File: src/rtl/zero_loop_mul_ctrl.sv
// Shift-free multiplier controller: product = a * b by repeated addition, loop ended by NOR zero flag.
// Optional FAST_ZERO_EN: a zero operand skips RUN and completes directly through DONE.
module zero_loop_mul_ctrl #(
  parameter int WIDTH = 8
) (
  input  logic               clk,
  input  logic               rst_n,
  input  logic               start,
  input  logic               abort,
  input  logic [WIDTH-1:0]   a_in,
  input  logic [WIDTH-1:0]   b_in,
  output logic               busy,
  output logic               done,
  output logic               zero,
  output logic [2*WIDTH-1:0] product
);

  typedef enum logic [1:0] {
    S_IDLE,
    S_RUN,
    S_DONE
  } state_t;

  localparam logic [WIDTH-1:0] CNT_ONE = WIDTH'(1);

  state_t               state_q, state_d;
  logic [WIDTH-1:0]     a_q, a_d;
  logic [WIDTH-1:0]     cnt_q, cnt_d;
  logic [2*WIDTH-1:0]   acc_q, acc_d;
  logic [2*WIDTH-1:0]   prod_q, prod_d;

  assign zero = ~|cnt_q;

  always_ff @(posedge clk or negedge rst_n) begin
    if (!rst_n) begin
      state_q <= S_IDLE;
      a_q     <= '0;
      cnt_q   <= '0;
      acc_q   <= '0;
      prod_q  <= '0;
    end else begin
      state_q <= state_d;
      a_q     <= a_d;
      cnt_q   <= cnt_d;
      acc_q   <= acc_d;
      prod_q  <= prod_d;
    end
  end

  always_comb begin
    state_d = state_q;
    a_d     = a_q;
    cnt_d   = cnt_q;
    acc_d   = acc_q;
    prod_d  = prod_q;
    case (state_q)
      S_IDLE: begin
        if (start && !abort) begin
`ifdef FAST_ZERO_EN
          if ((a_in == '0) || (b_in == '0)) begin
            prod_d  = '0;
            cnt_d   = '0;
            acc_d   = '0;
            state_d = S_DONE;
          end else begin
            a_d     = a_in;
            cnt_d   = b_in;
            acc_d   = '0;
            state_d = S_RUN;
          end
`else
          a_d     = a_in;
          cnt_d   = b_in;
          acc_d   = '0;
          state_d = S_RUN;
`endif
        end
      end
      S_RUN: begin
        // abort takes priority over a completing loop
        if (abort) begin
          state_d = S_IDLE;
        end else if (zero) begin
          prod_d  = acc_q;
          state_d = S_DONE;
        end else begin
          acc_d = acc_q + {{WIDTH{1'b0}}, a_q};
          cnt_d = cnt_q - CNT_ONE;
        end
      end
      S_DONE:  state_d = S_IDLE;
      default: state_d = S_IDLE;
    endcase
  end

  always_comb begin
    busy    = (state_q == S_RUN);
    done    = (state_q == S_DONE);
    product = prod_q;
  end

endmodule

File: config.mk
export PLATFORM = sky130hd
export DESIGN_NAME = zero_loop_mul_ctrl
export DESIGN_NICKNAME = d
export VERILOG_FILES = /design/src/rtl/zero_loop_mul_ctrl.sv
export SDC_FILE = /design/constraint.sdc
export NUM_CORES = 1
export LEC_CHECK = 0
export CELL_PAD_IN_SITES_DETAIL_PLACEMENT = 1
export CELL_PAD_IN_SITES_GLOBAL_PLACEMENT = 1
export CORE_AREA = 2 2 80 82
export CTS_BUF_LIST = sky130_fd_sc_hd__clkbuf_8
export DETAILED_ROUTE_END_ITERATION = 8
export DIE_AREA = 0 0 82 84
export PLACE_DENSITY = 0.91
export SLEW_MARGIN = 20
export SYNTH_ARGS = -nofsm -noshare
export SYNTH_HDL_FRONTEND = slang
export SYNTH_SLANG_ARGS = --single-unit
export TNS_END_PERCENT = 20
File: constraint.sdc
create_clock -name clk -period 2.5 [get_ports clk]
set_input_delay 0.75 -clock clk [delete_from_list [all_inputs] [get_ports clk]]
set_output_delay 0.75 -clock clk [all_outputs]
set_load 0.05 [all_outputs]
======== Word level (Yosys, flattened, before mapping) ========
Index checks and enable logic that the tools add are counted.
word-level totals
  output and inout bits ................... 19
  register bits ........................... 50
  logic and storage cells ................. 37
  input port bits ......................... 20
cells by class
  equality and inequality tests ........... 6
  muxes and demuxes ....................... 12
  $add $sub $neg .......................... 2
  bitwise operators ....................... 2
  reduce and logical (&&, ||, !) cells .... 10
operator list
  operator               number
  $mux W16               3
  $pmux W16 S2           1
  $mux W8                3
  $add A16 B8 Y16        1
  $pmux W8 S2            1
  $reduce_or A8 Y1       1
  $sub A8 B1 Y8 const B  1
  $mux W2                3
  $ne A2 B2 Y1 const B   2
  $pmux W2 S2            1
  $reduce_and A2 Y1      2
  $reduce_and A4 Y1      1
  $ne A3 B3 Y1 const B   1
  $reduce_and A3 Y1      1
  $eq A2 B1 Y1 const B   1
  $eq A2 B2 Y1 const B   1
  $logic_not A1 Y1       2
  $logic_not A2 Y1       1
  $ne A2 B1 Y1 const B   1
  $not A1 Y1             2
  $reduce_bool A2 Y1     1
  $logic_and A1 B1 Y1    1

======== Logic depth before layout (Yosys ltp) ========
Gate-level depths: netlist (run 1).
  word-level depth ........................ 4
  gate-level depth with buffers ........... 8
  mapped depth without buffers ............ 8

======== Worst setup path before layout (run 1) ========
OpenSTA, ideal clock, no wires.
  path type ............................... flip-flop to flip-flop
  start point ............................. reg cnt_q[0]
  end point ............................... reg prod_q[4] (netlist: product[4])
  clock period less this slack ............ 2.448 ns
  library setup time ...................... 0.128 ns
  buffers on the path ..................... 1
  slack ................................... 0.052 ns
  cell stages (with the launch flop) ...... 8
  arrival ................................. 2.320 ns
  path through ............................ dfrtp_1 > inv_1 > ha_1 > nor3b_1 > and2_1 > nand2_2 > buf_2 > mux2_1
between the ends
  word-level cells in the longest chain between the ends .. 3
RTL lines
  what                         line  source
  start, declared              28    logic [WIDTH-1:0] cnt_q, cnt_d;
  start signal, assigned       44    cnt_q <= cnt_d;
  $reduce_or A8 Y1             32    assign zero = ~|cnt_q;
  $not A1 Y1 (no line)         --
  $reduce_and A3 Y1 (no line)  --
  end signal, assigned         46    prod_q <= prod_d;
  end, declared                30    logic [2*WIDTH-1:0] prod_q, prod_d;
No other way between the ends.
A chain may end at the register's enable or synchronous reset.

======== Worst setup path after layout (run 1) ========
  start point ............................. reg cnt_q[2]
  end point ............................... out zero
between the ends
  word-level cells in the longest chain between the ends .. 2
RTL lines
  what              line  source
  $reduce_or A8 Y1  32
  $logic_not A1 Y1  32
  end, declared     14    output logic zero,
No other way between the ends.

==> reports/metrics.csv, run 1 <==
metric,value,unit
netSwitchingPower,1.16,mW
post_route_antenna_net_violation_count,0,
final_cells,375,
layout.cells.most_common_list,"50 x sky130_fd_sc_hd__dfrtp_1, 49 x sky130_fd_sc_hd__nand2_1, 34 x sky130_fd_sc_hd__clkdlybuf4s50_1",
grt_start_max_net_pins,51,
synth_seq_area_share,49.5,%
number_of_placed_cells_counting_well_taps,367,
cts_tree,done,
layout_worst_path_cycle_share,95.7,%
post-route-util,52.5,%
post-layout-total-power,2.87,mW
synth.ff_latch_count,50,
tritoncts_num_sinks,50,
dieHeight,84,um
power_report.internal_total,1.70,mW
cts_hold_repair.buffers,0,
endpoint_required_time_on_the_critical_path,1750,ps
h-tree-depth,2,
layout_min_cycle_time,2390,ps
leading_cell_types_by_total_area_after_synthesis,"sky130_fd_sc_hd__dfrtp_1 50%, sky130_fd_sc_hd__nand2_1 7.3%, sky130_fd_sc_hd__ha_1 5.0%, sky130_fd_sc_hd__mux2_2 4.0%, sky130_fd_sc_hd__o21ai_0 4.0%",
final_cell_area,3200,um^2
finalSetupViolations,0,
fin_nets,328,
yosys.area.top_type,sky130_fd_sc_hd__dfrtp_1,
fraction_of_final_layout_cells_sized_beyond_drive_strength_1,14.4,%
place.detailed.hpwl,4650,um
syn-cell-area,2530,um^2
slowest_stage,sky130_fd_sc_hd__dfrtp_1,
switching_share,40.5,%
globalplace.congestion,0.887,
fin_tns_setup,0,ps
critical_path.cell_chain,nor4_4 -> and2_4 -> buf_12,
ctsRootBufferMaster,sky130_fd_sc_hd__clkbuf_8,
worst-r2r-setup-slack,150,ps
drt-wirelength-per-cell,17.1,um
syn_nets,279,
std_cell_rows,29,
critPathMaxStageDelay,470,ps
postCtsResizedCells,2,
syn-mean-instance-area,10.2,um^2
layout-area-overhead-vs-synth,26.7,%
global_route.usage.total,20.6,%
seqCellArea,1250,um^2
clock_latency_on_the_worst_skew_pair,310,ps
top_level_ports,39,
top_cell_family_by_delay_on_the_critical_path,simple AND/OR/NAND/NOR gates,
cp-end-kind,output pin,
first_iter_violations,120,
chipWidth,82,um
power.clock.fraction,17.5,%
post_dp_cell_area,3090,um^2
design.die.area,6890,um^2
floorplan.initialDensity,41.4,%
worstMarginPinSlew,568,ps
worst_slew_margin_rel,62.1,%
ys_async_sr_fraction,100,%
vias_per_cell,5.51,
vias_in_the_first_global_route,2234,
drt_pre_antenna_iters,4,
synthCells,248,
power_density_over_cell_area,896,nW/um^2
remaining_drc_errors,0,
synth_enable_flop_cells,0,
grt_first_pass_wirelength,10800,um
multiInputGateArea,1230,um^2
critical_path_buf_inv_count,1,
min_path_type,in -> async,
crit_type,reg -> out,
grt_antenna_before_repair,0,
fp.coreArea,6100,um^2
via_count,2065,
n_fill_cell,695,
clkSlewWorstSetupHoldPaths,90,ps
worst_vdd_drop,0.000371,V
globalRouteOverflowTotal,0,
flop_pwr_share,41.0,%
timing.max_cap.violations,0,
final_common_cell,sky130_fd_sc_hd__dfrtp_1,
dominantRegCellSynth,sky130_fd_sc_hd__dfrtp_1,
post-cts-setup-buffer-count,0,
p_leak,1.52,nW
wl,6410,um
yosysUniqueCellTypes,54,
cts_buffers,5,
port_buffers,38,
number_of_synthesis_warnings,0,
cts.path.max_buffers,2,
run_status,finished clean,
timing.final.max_slew_violations,0,
timing_hold_violations_final,0,
share_of_the_synthesized_area_in_the_top_cell_type,49.5,%
max_freq,0.418,GHz
n_antenna_cell,0,
start_kind,register,
critical_path_peak_fanout,6,
combPwrFrac,41.5,%
critPathArrivalTime,1640,ps
fin_worst_skew,8.93,ps
grt_setup_unrepaired,no,
cell usage after synthesis (2+ instances only):
master                     number
sky130_fd_sc_hd__nand3_1        4
sky130_fd_sc_hd__mux2_1         5
sky130_fd_sc_hd__buf_2          2
sky130_fd_sc_hd__clkbuf_1       5
sky130_fd_sc_hd__dfrtp_1       50
sky130_fd_sc_hd__o21ai_0       20
sky130_fd_sc_hd__xor2_1         2
sky130_fd_sc_hd__nand4_1        2
sky130_fd_sc_hd__o21a_1         2
sky130_fd_sc_hd__ha_1          10
sky130_fd_sc_hd__nor2_1         9
sky130_fd_sc_hd__o31ai_1        4
sky130_fd_sc_hd__nand2_1       49
sky130_fd_sc_hd__xnor2_1        3
sky130_fd_sc_hd__or4_1          2
sky130_fd_sc_hd__mux2_2         9
sky130_fd_sc_hd__a21o_1         4
sky130_fd_sc_hd__nor3_1         4
sky130_fd_sc_hd__and3_1         2
sky130_fd_sc_hd__o311ai_0       2
sky130_fd_sc_hd__nor2b_1        2
sky130_fd_sc_hd__and2_1         2
sky130_fd_sc_hd__a32oi_1        3
sky130_fd_sc_hd__a21oi_1        9
sky130_fd_sc_hd__mux2i_1        3
sky130_fd_sc_hd__inv_1         10
sky130_fd_sc_hd__o211ai_1       2
cell type report:
class / count / area share (%)
sequential: 50 / 39.1
multi-input combinational: 181 / 38.5
timing repair buffer: 49 / 15.4
tap: 77 / 3.01
clock buffer: 6 / 2.58
inverter: 10 / 1.17
clock inverter: 2 / 0.274
sequential cells by signal, indices dropped and copies added (netlist names):
| signal | cells |
|---|---|
| acc_q | 16 |
| product | 16 |
| a_q | 8 |
| cnt_q | 8 |
| state_q | 2 |
power groups by stage:
| stage | logic (mW) | clock network [mW] | registers (mW) |
|---|---|---|---|
| 2_1_floorplan | 0.669 | 0 | 1.27 |
| 3_3_place_gp | 1.11 | 0 | 1.17 |
| 3_5_place_dp | 1.17 | 0 | 1.18 |
| 4_1_cts | 1.20 | 0.507 | 1.18 |
| 5_1_grt | 1.33 | 0.540 | 1.20 |
| 6_report | 1.19 | 0.502 | 1.17 |
cells by family after synthesis:
family          after synthesis  synth area share (%)
buf+inv                      17                  2.63
xor+xnor                      5                  1.73
compound gates               58                  15.3
mux                          17                  7.43
simple gates                 90                  17.6
fa+ha+maj                    11                  5.75
flops                        50                  49.5
worst paths after layout:
check / from / to / depth (start not counted)
min: rst_n / product[2]$_DFFE_PN0P_ / 2
min in group clk: product[14]$_DFFE_PN0P_ / product[14]$_DFFE_PN0P_ / 2
max in group asynchronous: rst_n / acc_q[7]$_DFFE_PN0P_ / 2
max: cnt_q[2]$_DFFE_PN0P_ / zero / 3
min reg2reg: product[14]$_DFFE_PN0P_ / product[14]$_DFFE_PN0P_ / 2
max reg2reg: acc_q[0]$_DFFE_PN0P_ / acc_q[12]$_DFFE_PN0P_ / 8
layer usage:
| metal | part of all wire (%) | GRT usage [%] | up-vias |
|---|---|---|---|
| li1 | - | - | 976 |
| met1 | 43 | 25.7 | 1048 |
| met2 | 53 | 35.6 | 35 |
| met3 | 3.1 | 3.68 | 6 |
| met4 | 1.2 | 6.06 | 0 |
| met5 | 0 | 0 | - |
metrics by stage:
step                      hold slack (ps)  setup slack, ps
after global routing                  436             3.87
final                                 417              107
after detailed placement              483             -198
after CTS                             431             5.69
after floorplan                       452             52.3
after global placement                471             -115
Note: power is estimated with default switching activity, not from simulation.
==> run 2, diff against run 1 <==
Settings changed: REMOVE_ABC_BUFFERS from default to 1, SLEW_MARGIN 20 to default.
==> run 2 against run 1 <==
  * Via count increased by 1.1%
  * Cell area is 0.16% higher
  * Largest cell class unchanged
  * Highest routed layer unchanged
  * Worst hold slack gained 74 ps
  * Register-to-register slack worse by 40 ps
==> reports/metrics.csv, run 2 (synthesis results as in run 1) <==
metric,value,unit
finalSetupViolations,0,
vias_per_cell,5.51,
top_level_ports,39,
power_density_over_cell_area,904,nW/um^2
drt_pre_antenna_iters,4,
max_freq,0.415,GHz
final_hold_slack,491,ps
grt_antenna_before_repair,0,
endpoint_required_time_on_the_critical_path,1750,ps
critical_path_peak_fanout,5,
timing.final.max_slew_violations,0,
wl,6430,um
place.detailed.hpwl,4410,um
layout.cells.most_common_list,"50 x sky130_fd_sc_hd__dfrtp_1, 49 x sky130_fd_sc_hd__nand2_1, 34 x sky130_fd_sc_hd__clkdlybuf4s50_1",
fp.coreArea,6100,um^2
timing_hold_violations_final,0,
number_of_placed_cells_counting_well_taps,370,
globalRouteOverflowTotal,0,
final_common_cell,sky130_fd_sc_hd__dfrtp_1,
grt_first_pass_wirelength,10700,um
h-tree-depth,2,
tritoncts_num_sinks,50,
fin_worst_skew,11.2,ps
layout_worst_path_cycle_share,96.3,%
port_buffers,38,
final_cells,379,
min_path_type,reg -> reg,
global_route.usage.total,20.4,%
crit_type,reg -> out,
globalplace.congestion,0.829,
run_status,finished clean,
cts_buffers,5,
vias_in_the_first_global_route,2225,
p_leak,1.51,nW
chipWidth,82,um
floorplan.initialDensity,41.4,%
post_route_antenna_net_violation_count,0,
layout-area-overhead-vs-synth,26.9,%
via_count,2088,
ctsRootBufferMaster,sky130_fd_sc_hd__clkbuf_8,
cts_tree,done,
first_iter_violations,71,
n_antenna_cell,0,
worstMarginPinSlew,645,ps
grt_start_max_net_pins,51,
fin_nets,332,
critPathArrivalTime,1660,ps
dieHeight,84,um
drt-wirelength-per-cell,17.0,um
worst_vdd_drop,0.000419,V
clkSlewWorstSetupHoldPaths,100,ps
n_fill_cell,686,
layout_min_cycle_time,2410,ps
worst_slew_margin_rel,57.0,%
timing.max_cap.violations,0,
fraction_of_final_layout_cells_sized_beyond_drive_strength_1,16.2,%
worst-r2r-setup-slack,110,ps
clock_latency_on_the_worst_skew_pair,310,ps
cts.path.max_buffers,2,
cts_hold_repair.buffers,0,
design.die.area,6890,um^2
remaining_drc_errors,0,
std_cell_rows,29,
grt_setup_unrepaired,no,
start_kind,register,
cp-end-kind,output pin,
[run 2: area by class of cell]
| cell class | count | area, um^2 | area share (%) |
|---|---|---|---|
| Sequential cell | 50 | 1250 | 39.0 |
| Multi-Input combinational cell | 181 | 1240 | 38.6 |
| Timing Repair Buffer | 53 | 493 | 15.4 |
| Tap cell | 77 | 96.3 | 3.01 |
| Clock buffer | 6 | 82.6 | 2.58 |
| Inverter | 10 | 37.5 | 1.17 |
| Clock inverter | 2 | 8.76 | 0.273 |
[run 2: routing by layer]
layer / vias to the layer above / track usage [%] / share of wire, %
li1: 986 / - / -
met1: 1064 / 25.4 / 45
met2: 30 / 34.0 / 51
met3: 8 / 4.87 / 3.0
met4: 0 / 6.97 / 1.1
met5: - / 0 / 0
[run 2: final timing paths]
kind                                       from                     end  depth (start not counted)
min in group asynchronous                 rst_n  product[1]$_DFFE_PN0P_                          2
max                        cnt_q[3]$_DFFE_PN0P_                    zero                          3
max reg2reg                acc_q[0]$_DFFE_PN0P_   acc_q[12]$_DFFE_PN0P_                          8
min                          a_q[7]$_DFFE_PN0P_      a_q[7]$_DFFE_PN0P_                          2
min reg2reg                  a_q[7]$_DFFE_PN0P_      a_q[7]$_DFFE_PN0P_                          2
max in group asynchronous                 rst_n  product[6]$_DFFE_PN0P_                          2
[run 2: stage by stage]
stage / utilization, % / instance area [um^2] / TNS [ps] / setup WS (ps) / power (mW)
after floorplan: - / 2500 / -12220 / -779 / 1.93
after global placement: 50.6 / 3090 / -199 / -111 / 2.27
after detailed placement: 50.6 / 3090 / -471 / -220 / 2.34
after CTS: 52.4 / 3200 / 0 / 24.4 / 2.90
after global routing: 52.6 / 3210 / 0 / 2.77 / 3.10
final: 52.6 / 3210 / 0 / 91.8 / 2.90
[run 2: repair_timing]
| action | 4_1_cts | 5_1_grt |
|---|---|---|
| buffers inserted | 1 | 0 |
| pin swaps | 0 | 1 |
| resized for setup | 3 | 4 |
| cloned | 0 | 0 |
| setup endpoints to repair | 6 | 2 |
[run 2: worst max-delay path: stages (launching register included)]
cell                      delay (ps)
sky130_fd_sc_hd__dfrtp_1         460
sky130_fd_sc_hd__nor4_4          480
sky130_fd_sc_hd__and2_4          270
sky130_fd_sc_hd__buf_12          140
[run 2: power by group]
group	leakage [nW]	switching, mW	internal, mW	total, mW
Sequential	0.667	0.181	0.992	1.17
Combinational	0.795	0.717	0.505	1.22
Clock	0.0524	0.282	0.220	0.502
==> run 3, diff against run 2 <==
Settings changed: CAP_MARGIN from default to 0, GPL_TIMING_DRIVEN from default to 0.
==> run 3 against run 2 <==
  * Via count grew 0.72%
  * Non-clock buffer count shrank 5
  * Cell count shrank 1.3%
  * Clock power is essentially flat
  * Clock skew grew 0.68 ps
  * Critical path type unchanged
  * Highest routed layer unchanged
==> reports/metrics.csv, run 3 (synthesis results as in run 1) <==
metric,value,unit
endpoint_required_time_on_the_critical_path,1750,ps
finalSetupViolations,0,
grt_antenna_before_repair,0,
wirelength_met1,2880,um
vias_in_the_first_global_route,2195,
run_status,finished clean,
post-place-ws,-534,ps
depth_of_the_most_critical_reg_to_reg_path,8,
cts_buffers,5,
timing.max_cap.violations,0,
layout_worst_path_cycle_share,97.2,%
fin_tns_setup,0,ps
met3WireLength,319,um
layout_min_cycle_time,2430,ps
setup_ws,70.8,ps
power_report.internal_total,1.73,mW
clock_latency_on_the_worst_skew_pair,320,ps
std_cell_rows,29,
drt_pre_antenna_iters,4,
post_dp_cell_area,3010,um^2
grt_first_pass_wirelength,10700,um
min_path_type,in -> async,
switching_share,41.7,%
p_leak,1.52,nW
final_common_cell,sky130_fd_sc_hd__dfrtp_1,
dieHeight,84,um
cts_tree,done,
layout.cells.most_common_list,"50 x sky130_fd_sc_hd__dfrtp_1, 49 x sky130_fd_sc_hd__nand2_1, 33 x sky130_fd_sc_hd__clkdlybuf4s50_1",
floorplan.initialDensity,41.4,%
crit_type,reg -> out,
clkSlewWorstSetupHoldPaths,100,ps
max_freq,0.412,GHz
tritoncts_num_sinks,50,
globalplace.congestion,0.787,
fp.coreArea,6100,um^2
reg_to_reg_start,a_q[0]$_DFFE_PN0P_,
worstMarginPinSlew,665,ps
grt_start_max_net_pins,28,
final_hold_slack,414,ps
cp-end-kind,output pin,
critical_path_buf_inv_count,2,
layout-area-overhead-vs-synth,26.4,%
global_route.usage.total,19.9,%
critical_path_peak_fanout,4,
via_count,2103,
fin_nets,327,
top_cell_family_by_delay_on_the_critical_path,simple AND/OR/NAND/NOR gates,
place.detailed.hpwl,4420,um
power.clock.fraction,16.8,%
post_route_antenna_net_violation_count,0,
final_cell_area,3190,um^2
remaining_drc_errors,0,
flop_pwr_share,39.8,%
timing.final.max_slew_violations,0,
combPwrFrac,43.4,%
first_iter_violations,104,
power_density_over_cell_area,931,nW/um^2
worst-r2r-setup-slack,90,ps
ctsRootBufferMaster,sky130_fd_sc_hd__clkbuf_8,
critPathArrivalTime,1680,ps
timing_hold_violations_final,0,
design.die.area,6890,um^2
worst_slew_margin_rel,55.6,%
worst_vdd_drop,0.000408,V
globalRouteOverflowTotal,0,
n_antenna_cell,0,
fraction_of_final_layout_cells_sized_beyond_drive_strength_1,15.8,%
slowest_stage,sky130_fd_sc_hd__dfrtp_1,
fin_worst_skew,11.9,ps
cts_hold_repair.buffers,0,
cts.path.max_buffers,2,
h-tree-depth,2,
timing.rr.end,acc_q[12]$_DFFE_PN0P_,
top_level_ports,39,
netSwitchingPower,1.24,mW
wl,6760,um
highest-signal-layer,met4,
vias_per_cell,5.62,
start_kind,register,
port_buffers,38,
critPathMaxStageDelay,430,ps
drt-wirelength-per-cell,18.1,um
wl_met2,3420,um
critical_path.cell_chain,inv_2 -> ha_1 -> nor3b_4 -> and2_4 -> buf_4,
chipWidth,82,um
run 3: cell count changes in the layout (fill, tap and decap cells not counted), moves of 2 or more:
cell / before / now
sky130_fd_sc_hd__buf_4: 17 / 10
sky130_fd_sc_hd__inv_2: 0 / 2
sky130_fd_sc_hd__dlymetal6s2s_1: 0 / 2
sky130_fd_sc_hd__inv_1: 11 / 9
run 3: repair_timing:
item | in CTS | in global routing
setup endpoints to repair | 7 | 13
endpoints found under the hold margin | 0 | 0
buffers inserted | 0 | 7
pin swaps | 2 | 1
resized for setup | 10 | 12
run 3: final cells by class:
class / count / area [um^2]
multi-input cells: 181 / 1260
clock inverters: 2 / 8.76
flip-flops and latches: 50 / 1250
well taps: 77 / 96.3
fillers: 678 / 2900
inverters: 10 / 37.5
clock buffers: 6 / 82.6
repair buffers: 48 / 460
run 3: how the worst max path moves through the flow:
stage                          from                    end  slack (ps)  cells past startpoint
2_1_floorplan                 abort   acc_q[2]$_DFFE_PN0P_        -780                      3
3_3_place_gp                  abort   acc_q[2]$_DFFE_PN0P_       -3060                      4
3_5_place_dp   cnt_q[0]$_DFFE_PN0P_                   zero        -530                      5
4_1_cts                       abort  acc_q[12]$_DFFE_PN0P_         -20                      6
5_1_grt          a_q[0]$_DFFE_PN0P_  acc_q[12]$_DFFE_PN0P_         -20                      8
6_report       cnt_q[0]$_DFFE_PN0P_                   zero          70                      5
run 3: metal layers:
metal  vias up  track usage, %
met5         -               0
met4         0            5.00
met3        12            4.44
met2        56            33.4
met1      1064            25.7
li1        971               -
run 3: power by group through the flow:
stage | clock network (mW) | registers, mW | logic, mW
final | 0.500 | 1.18 | 1.29
after global routing | 0.539 | 1.21 | 1.40
after floorplan | 0 | 1.27 | 0.662
after detailed placement | 0 | 1.18 | 1.12
after global placement | 0 | 1.16 | 1.05
after CTS | 0.505 | 1.18 | 1.15
run 3: through the flow:
stage | std cells | util (%) | power [mW]
6_report | 374 | 52.4 | 2.97
4_1_cts | 367 | 51.0 | 2.83
3_5_place_dp | 359 | 49.4 | 2.30
3_3_place_gp | 356 | 48.8 | 2.22
5_1_grt | 374 | 52.4 | 3.15
2_1_floorplan | 241 | - | 1.93
